--- config.mk ---
export PLATFORM = sky130hd
export DESIGN_NAME = if_fetch_unit
export DESIGN_NICKNAME = d
export VERILOG_FILES = /design/src/rtl/if_fetch_unit.sv
export SDC_FILE = /design/constraint.sdc
export NUM_CORES = 1
export LEC_CHECK = 0
export CAP_MARGIN = 20
export CELL_PAD_IN_SITES_DETAIL_PLACEMENT = 2
export CELL_PAD_IN_SITES_GLOBAL_PLACEMENT = 2
export CORE_MARGIN = 5
export CORE_UTILIZATION = 30
export DETAILED_ROUTE_END_ITERATION = 10
export PLACE_DENSITY_LB_ADDON = 0.1
export SETUP_SLACK_MARGIN = 0.02
export SYNTH_ARGS = -nofsm -noshare
export SYNTH_HDL_FRONTEND = slang
export SYNTH_SLANG_ARGS = --single-unit
--- constraint.sdc ---
create_clock -name clk -period 5.4 [get_ports clk]
set_input_delay 0.54 -clock clk [delete_from_list [all_inputs] [get_ports clk]]
set_output_delay 0.54 -clock clk [all_outputs]
set_load 0.005 [all_outputs]
--- src/rtl/if_fetch_unit.sv ---
// ---------------------------------------------------------------------------
// if_fetch_unit
//
// Instruction-fetch front end of the 5-stage ARM pipeline. Owns the program
// counter, issues one request at a time on a variable-latency instruction
// memory request/acknowledge interface, and keeps a single-entry buffer of
// {instruction, PC+4} for the IF/ID pipeline register. Taken branches from EX
// redirect the PC and flush the buffer. The hazard unit's freeze holds the
// buffer and suppresses new requests while the buffer is occupied.
//
// Ports:
//   clk            rising-edge clock
//   reset          asynchronous, active-high reset
//   freeze         downstream does not consume the buffer this cycle
//   branch_taken   one-cycle redirect pulse from EX
//   branch_addr    redirect target, valid with branch_taken
//   imem_req       fetch request (registered)
//   imem_addr      fetch address, stable while imem_req=1
//   imem_ack       one-cycle response strobe, data valid the same cycle
//   imem_rdata     returned instruction word
//   instr_valid    buffer holds a valid instruction
//   instr_out      buffered instruction, 0 (NOP) when invalid
//   pc_out         fetch address + PC_INC of the buffered instruction, 0 when invalid
//
// Optional feature (macro IF_FETCH_PERF_EN):
//   perf_fetches     accepted, non-discarded acks
//   perf_wait_cycles cycles spent waiting for an ack (REQ or DROP, no ack)
//   perf_discards    acks thrown away because of a redirect
//   All counters saturate at all-ones and ignore freeze.
// ---------------------------------------------------------------------------
module if_fetch_unit #(
  parameter logic [31:0] RESET_PC = 32'h0000_0000,
  parameter logic [31:0] PC_INC   = 32'd4
) (
  input  logic        clk,
  input  logic        reset,
  input  logic        freeze,
  input  logic        branch_taken,
  input  logic [31:0] branch_addr,
  output logic        imem_req,
  output logic [31:0] imem_addr,
  input  logic        imem_ack,
  input  logic [31:0] imem_rdata,
  output logic        instr_valid,
  output logic [31:0] instr_out,
  output logic [31:0] pc_out
`ifdef IF_FETCH_PERF_EN
  ,
  output logic [31:0] perf_fetches,
  output logic [31:0] perf_wait_cycles,
  output logic [15:0] perf_discards
`endif
);

  // IDLE: nothing outstanding; REQ: result will be kept; DROP: result discarded
  typedef enum logic [1:0] {
    IDLE = 2'd0,
    REQ  = 2'd1,
    DROP = 2'd2
  } state_t;

  state_t      state_q, state_d;
  logic [31:0] pc_q, pc_d;
  logic [31:0] req_addr_q, req_addr_d;
  logic        buf_valid_q, buf_valid_d;
  logic [31:0] buf_instr_q, buf_instr_d;
  logic [31:0] buf_pc4_q, buf_pc4_d;
  logic        buf_free;

  // The buffer can accept a new instruction next cycle if it is empty now or
  // is being consumed this cycle.
  assign buf_free = !buf_valid_q || !freeze;

  // Next-state, PC and buffer update. Consumption (freeze=0) empties the
  // buffer by default; a load or a branch flush then overrides that.
  always_comb begin
    state_d     = state_q;
    pc_d        = pc_q;
    req_addr_d  = req_addr_q;
    buf_valid_d = buf_valid_q;
    buf_instr_d = buf_instr_q;
    buf_pc4_d   = buf_pc4_q;

    if (!freeze) begin
      buf_valid_d = 1'b0;
      buf_instr_d = 32'h0;
      buf_pc4_d   = 32'h0;
    end

    case (state_q)
      IDLE: begin
        if (branch_taken) begin
          // Redirect first; the request to the target goes out next cycle.
          pc_d        = branch_addr;
          buf_valid_d = 1'b0;
          buf_instr_d = 32'h0;
          buf_pc4_d   = 32'h0;
        end else if (buf_free) begin
          state_d    = REQ;
          req_addr_d = pc_q;
          pc_d       = pc_q + PC_INC;
        end
      end

      REQ: begin
        if (branch_taken) begin
          // Flush even when frozen; an in-flight response must be discarded.
          pc_d        = branch_addr;
          buf_valid_d = 1'b0;
          buf_instr_d = 32'h0;
          buf_pc4_d   = 32'h0;
          state_d     = imem_ack ? IDLE : DROP;
        end else if (imem_ack) begin
          buf_valid_d = 1'b1;
          buf_instr_d = imem_rdata;
          buf_pc4_d   = req_addr_q + PC_INC;
          // The freshly loaded entry is valid, so another fetch is only safe
          // if the consumer is not frozen.
          if (!freeze) begin
            state_d    = REQ;
            req_addr_d = pc_q;
            pc_d       = pc_q + PC_INC;
          end else begin
            state_d = IDLE;
          end
        end
      end

      DROP: begin
        // The old request stays on the bus until it is acknowledged.
        if (branch_taken) begin
          pc_d = branch_addr;
        end
        if (imem_ack) begin
          state_d = IDLE;
        end
      end

      default: begin
        state_d = IDLE;
      end
    endcase
  end

  // State, PC, request address and output buffer registers.
  always_ff @(posedge clk or posedge reset) begin
    if (reset) begin
      state_q     <= IDLE;
      pc_q        <= RESET_PC;
      req_addr_q  <= 32'h0;
      buf_valid_q <= 1'b0;
      buf_instr_q <= 32'h0;
      buf_pc4_q   <= 32'h0;
    end else begin
      state_q     <= state_d;
      pc_q        <= pc_d;
      req_addr_q  <= req_addr_d;
      buf_valid_q <= buf_valid_d;
      buf_instr_q <= buf_instr_d;
      buf_pc4_q   <= buf_pc4_d;
    end
  end

  assign imem_req    = (state_q != IDLE);
  assign imem_addr   = req_addr_q;
  assign instr_valid = buf_valid_q;
  assign instr_out   = buf_instr_q;
  assign pc_out      = buf_pc4_q;

`ifdef IF_FETCH_PERF_EN
  logic [31:0] perf_fetches_q, perf_fetches_d;
  logic [31:0] perf_wait_cycles_q, perf_wait_cycles_d;
  logic [15:0] perf_discards_q, perf_discards_d;
  logic        fetch_inc, wait_inc, discard_inc;

  assign fetch_inc   = (state_q == REQ) && imem_ack && !branch_taken;
  assign wait_inc    = (state_q != IDLE) && !imem_ack;
  assign discard_inc = imem_ack && (((state_q == REQ) && branch_taken) || (state_q == DROP));

  // Saturating increments.
  always_comb begin
    perf_fetches_d     = perf_fetches_q;
    perf_wait_cycles_d = perf_wait_cycles_q;
    perf_discards_d    = perf_discards_q;
    if (fetch_inc && (perf_fetches_q != 32'hFFFF_FFFF)) begin
      perf_fetches_d = perf_fetches_q + 32'd1;
    end
    if (wait_inc && (perf_wait_cycles_q != 32'hFFFF_FFFF)) begin
      perf_wait_cycles_d = perf_wait_cycles_q + 32'd1;
    end
    if (discard_inc && (perf_discards_q != 16'hFFFF)) begin
      perf_discards_d = perf_discards_q + 16'd1;
    end
  end

  always_ff @(posedge clk or posedge reset) begin
    if (reset) begin
      perf_fetches_q     <= 32'h0;
      perf_wait_cycles_q <= 32'h0;
      perf_discards_q    <= 16'h0;
    end else begin
      perf_fetches_q     <= perf_fetches_d;
      perf_wait_cycles_q <= perf_wait_cycles_d;
      perf_discards_q    <= perf_discards_d;
    end
  end

  assign perf_fetches     = perf_fetches_q;
  assign perf_wait_cycles = perf_wait_cycles_q;
  assign perf_discards    = perf_discards_q;
`endif

endmodule

==> metrics list <==
- Sorting the synthesized cells by area gives the leading types as sky130_fd_sc_hd__dfrtp_1, sky130_fd_sc_hd__a22o_1, sky130_fd_sc_hd__mux2_2.
* Sort of element at the end of the critical path: flip-flop
- Synth Area in XOR/XNOR: 0.0397
- PostCTS Resize Cnt: 0
* Floorplan die height: 153 um
- The die covers 0.0235 mm^2.
- Fin cells: 1040
* Hold Buf Count CTS: 0
* Maximum level of the CTS H-tree: 4
- Via count of the first global-routing pass: 5978
- For this design the static power due to leakage is 3.52 nW.
- Number of enable-type register cells in the synthesized netlist: 0
- Pin count of the biggest net entering global routing: 69
- Number of nets produced by synthesis: 668
- Number of max-slew violations in the final report: 0
* Post-layout worst setup margin: 2.87 ns
- The number of antenna violations at the first check in global routing is 0.
- On the final layout, the worst hold slack is 0.485 ns.
- Setup violations remaining at the end of the flow were counted as 0.
- Of the total synthesized cell area, the portion taken by AND, OR, NAND and NOR gates is 0.167.
* Post-synthesis sequential area ratio: 0.531
- DRC violation count after routing: 0
* Critical path fanouts, max: 23
* Max-slew headroom: 0.408
- Core Area: 0.0202 mm^2
* IO buf count: 166
- GRT Resource Usage Total: 0.186
* Hold Crit Start: pc_q[0]
- Antenna Violating Nets Remaining: 0
- Hold/Removal Path Class: flip-flop to flip-flop
* Setup crit start kind: primary input
* Count leader, synth: sky130_fd_sc_hd__dfrtp_1
- Reg2Reg Setup Slack: 3.04 ns
- Once layout is done, the placed cells without fillers occupy 0.00874 mm^2.
- Of the total synthesized cell area, the portion taken by full adders, half adders and majority gates is 0.00406.
* Post-CTS Setup Bufs: 0
- The setup path with the least slack is of type primary input to flip-flop.
- The number of clock buffers added by TritonCTS is 17.
- The complex-gate fraction of the synthesized area is 0.169.
* Number of cells produced by synthesis: 597
- Series of cell instances along the critical path: clkdlybuf4s50_1, nor2_2, buf_4, nand2_1, o21ai_0, o2bb2a_1
* Outcome: finished clean
* Residual overflow from global routing: 0
- After the last flow step, the layout net total stands at 828.
- Synthesis inferred 131 register bits.
- Cell taking the most area after synthesis: sky130_fd_sc_hd__dfrtp_1
- Counting flops with an async set or reset pin after synthesis yields a share of 1.00.
- Total clock sinks: 131
- The share of total power dissipated in combinational logic is 0.264.
* Average wire length per cell after detail routing: 20.7 um
- Signal arrival time at the worst endpoint: 2.82 ns
* Worst setup slack after placement: 2.48 ns
- Of the total power, registers draw 0.408.
- Share of final-layout standard cells stronger than drive strength 1: 0.121
- A synthesized cell averages 10.3 um^2.
- The congestion estimate from routability-driven global placement came to 0.789.
- Unique masters post-synth: 53
- Total number of vias: 5415
* Power density normalized to cell area: 419 mW/mm^2
- At the pin with the least slew margin, the transition time is 0.888 ns.
* Final Routed Wirelength: 21.5 mm
- Row generation in the floorplan step produced 52 rows.
* Ports placed on the boundary: 167
- Number of hold violations in the final report: 0
* Wire length of the first global-routing pass: 35.0 mm
* Startpoint of the worst register-to-register path: state_q[1]
* DRC marker count from the first detailed-route iteration: 271
- Effective utilization at floorplan: 0.305
* YS warnings: 0
- Switching power: 1.21 mW
* Final TNS setup: 0 ns
* Area post-placement: 0.00813 mm^2
* Peak supply drop: 0.184 mV
- Share of synthesized area spent on multiplexers: 0.0608
- Clock power frac: 0.328
- Maxcap violations: 0
- Post-route total power: 3.66 mW
- Dividing the final minimum period by the clock period gives 0.468.
- Measured along the x axis, the die boundary spans 153 um.
- Total internal power: 2.46 mW
- TritonCTS built the clock tree.
- After synthesis the cells add up to 0.00617 mm^2.
- Via density: 5.21
- Layout area overhead: 41.7%
- Setup repair after global routing left no endpoint under its margin.
* Main combinational cell family by area after synthesis: compound AO/OA/AOI/OAI gates
* Root buffer selected by CTS: sky130_fd_sc_hd__clkbuf_16
- Delay contributed by the slowest stage of the critical path: 0.81 ns
- Across the routed clock network, the largest skew measured is 0.0139 ns.
- Data on the critical path is required at its endpoint by 5.70 ns.
- Sorting the synthesized cells by how often they occur yields sky130_fd_sc_hd__dfrtp_1, sky130_fd_sc_hd__nand2_1, sky130_fd_sc_hd__a21oi_1.
- The pre-antenna-repair detailed-routing pass consisted of 4 iterations.
- Based on the critical path, the design can be clocked at up to 396 MHz.
- Tmin final: 2.53 ns
- Start point of the critical path: branch_taken
- The share of synthesized area in the top cell type comes to 0.531.
- Final Core Density: 0.432
- Clock-pin slew reported for the worst setup and hold paths after clock tree synthesis: 0.06 ns
- CP max-delay cell: sky130_fd_sc_hd__nor2_2
* Post-Place Cells: 1008
- 0 antenna diodes ended up in the layout.
* Net Sw Frac: 0.329
- Worst-Skew Late Latency: 0.43 ns
- Detailed Place HPWL: 15.7 mm
- No sink is reached through more buffers than the 2 on the longest clock path.
* Leading register cell type out of synthesis: sky130_fd_sc_hd__dfrtp_1
final cells by class:
| cell class | count | area, um^2 |
|---|---|---|
| flip-flops and latches | 131 | 3280 |
| well taps | 270 | 338 |
| clock inverters | 13 | 158 |
| fillers | 2115 | 11500 |
| inverters | 11 | 43.8 |
| clock buffers | 19 | 453 |
| repair buffers | 174 | 1730 |
| multi-input cells | 422 | 2740 |
cells in the final DEF, fill, tap and decap left out, drive strengths merged, types with 19 or more instances in the layout:
master / netlist / layout
nor2: 26 / 26
nand3: 34 / 34
a22o: 36 / 36
xnor2: 19 / 19
clkbuf: 29 / 19
clkdlybuf4s50: 0 / 166
a21oi: 37 / 37
o21ai: 44 / 44
dfrtp: 131 / 131
nand2: 75 / 75
mux2: 28 / 28
sequential cells by signal, indices dropped and copies added (netlist names):
signal       cells
imem_addr       32
instr_out       32
pc_out          32
pc_q            32
state_q          2
instr_valid      1
layer usage:
metal	wire (um)	global-route usage	up-vias
met5	0	0	-
met4	257	0.0433	0
met3	792	0.0438	21
met2	10300	0.305	119
met1	10100	0.250	2775
li1	-	-	2500
path summary, 6_finish.rpt:
| check | cells after the start | end |
|---|---|---|
| setup / recovery | 6 | pc_q[12] |
| hold / removal | 2 | pc_q[0] |
| setup reg to reg | 6 | pc_q[12] |
| hold reg to reg | 2 | pc_q[0] |
| max in group asynchronous | 3 | imem_addr[6] |
| min in group asynchronous | 2 | pc_out[13] |
logic make-up (layout without fill, tap and decap cells):
logic type / Yosys count / after routing
xor+xnor: 28 / 28
buf+inv: 44 / 217
compound gates: 158 / 158
fa+ha+maj: 2 / 2
flops: 131 / 131
simple gates: 200 / 200
mux: 34 / 34
power groups by stage:
stage               Clock, mW  Sequential (mW)  Combinational, mW
floorplan                   0             1.40              0.477
global placement            0             1.49              0.943
detailed placement          0             1.51              0.984
CTS                      1.23             1.49              0.994
global route             1.28             1.53               1.06
finish                   1.20             1.49              0.967
critical path: cells and delay by family:
family,cells,cell delay (ns)
AND/OR/NAND/NOR,2,0.93
AO/OA/AOI/OAI,2,0.35
buffers and inverters,2,0.98
(Power assumes the default switching activity.)
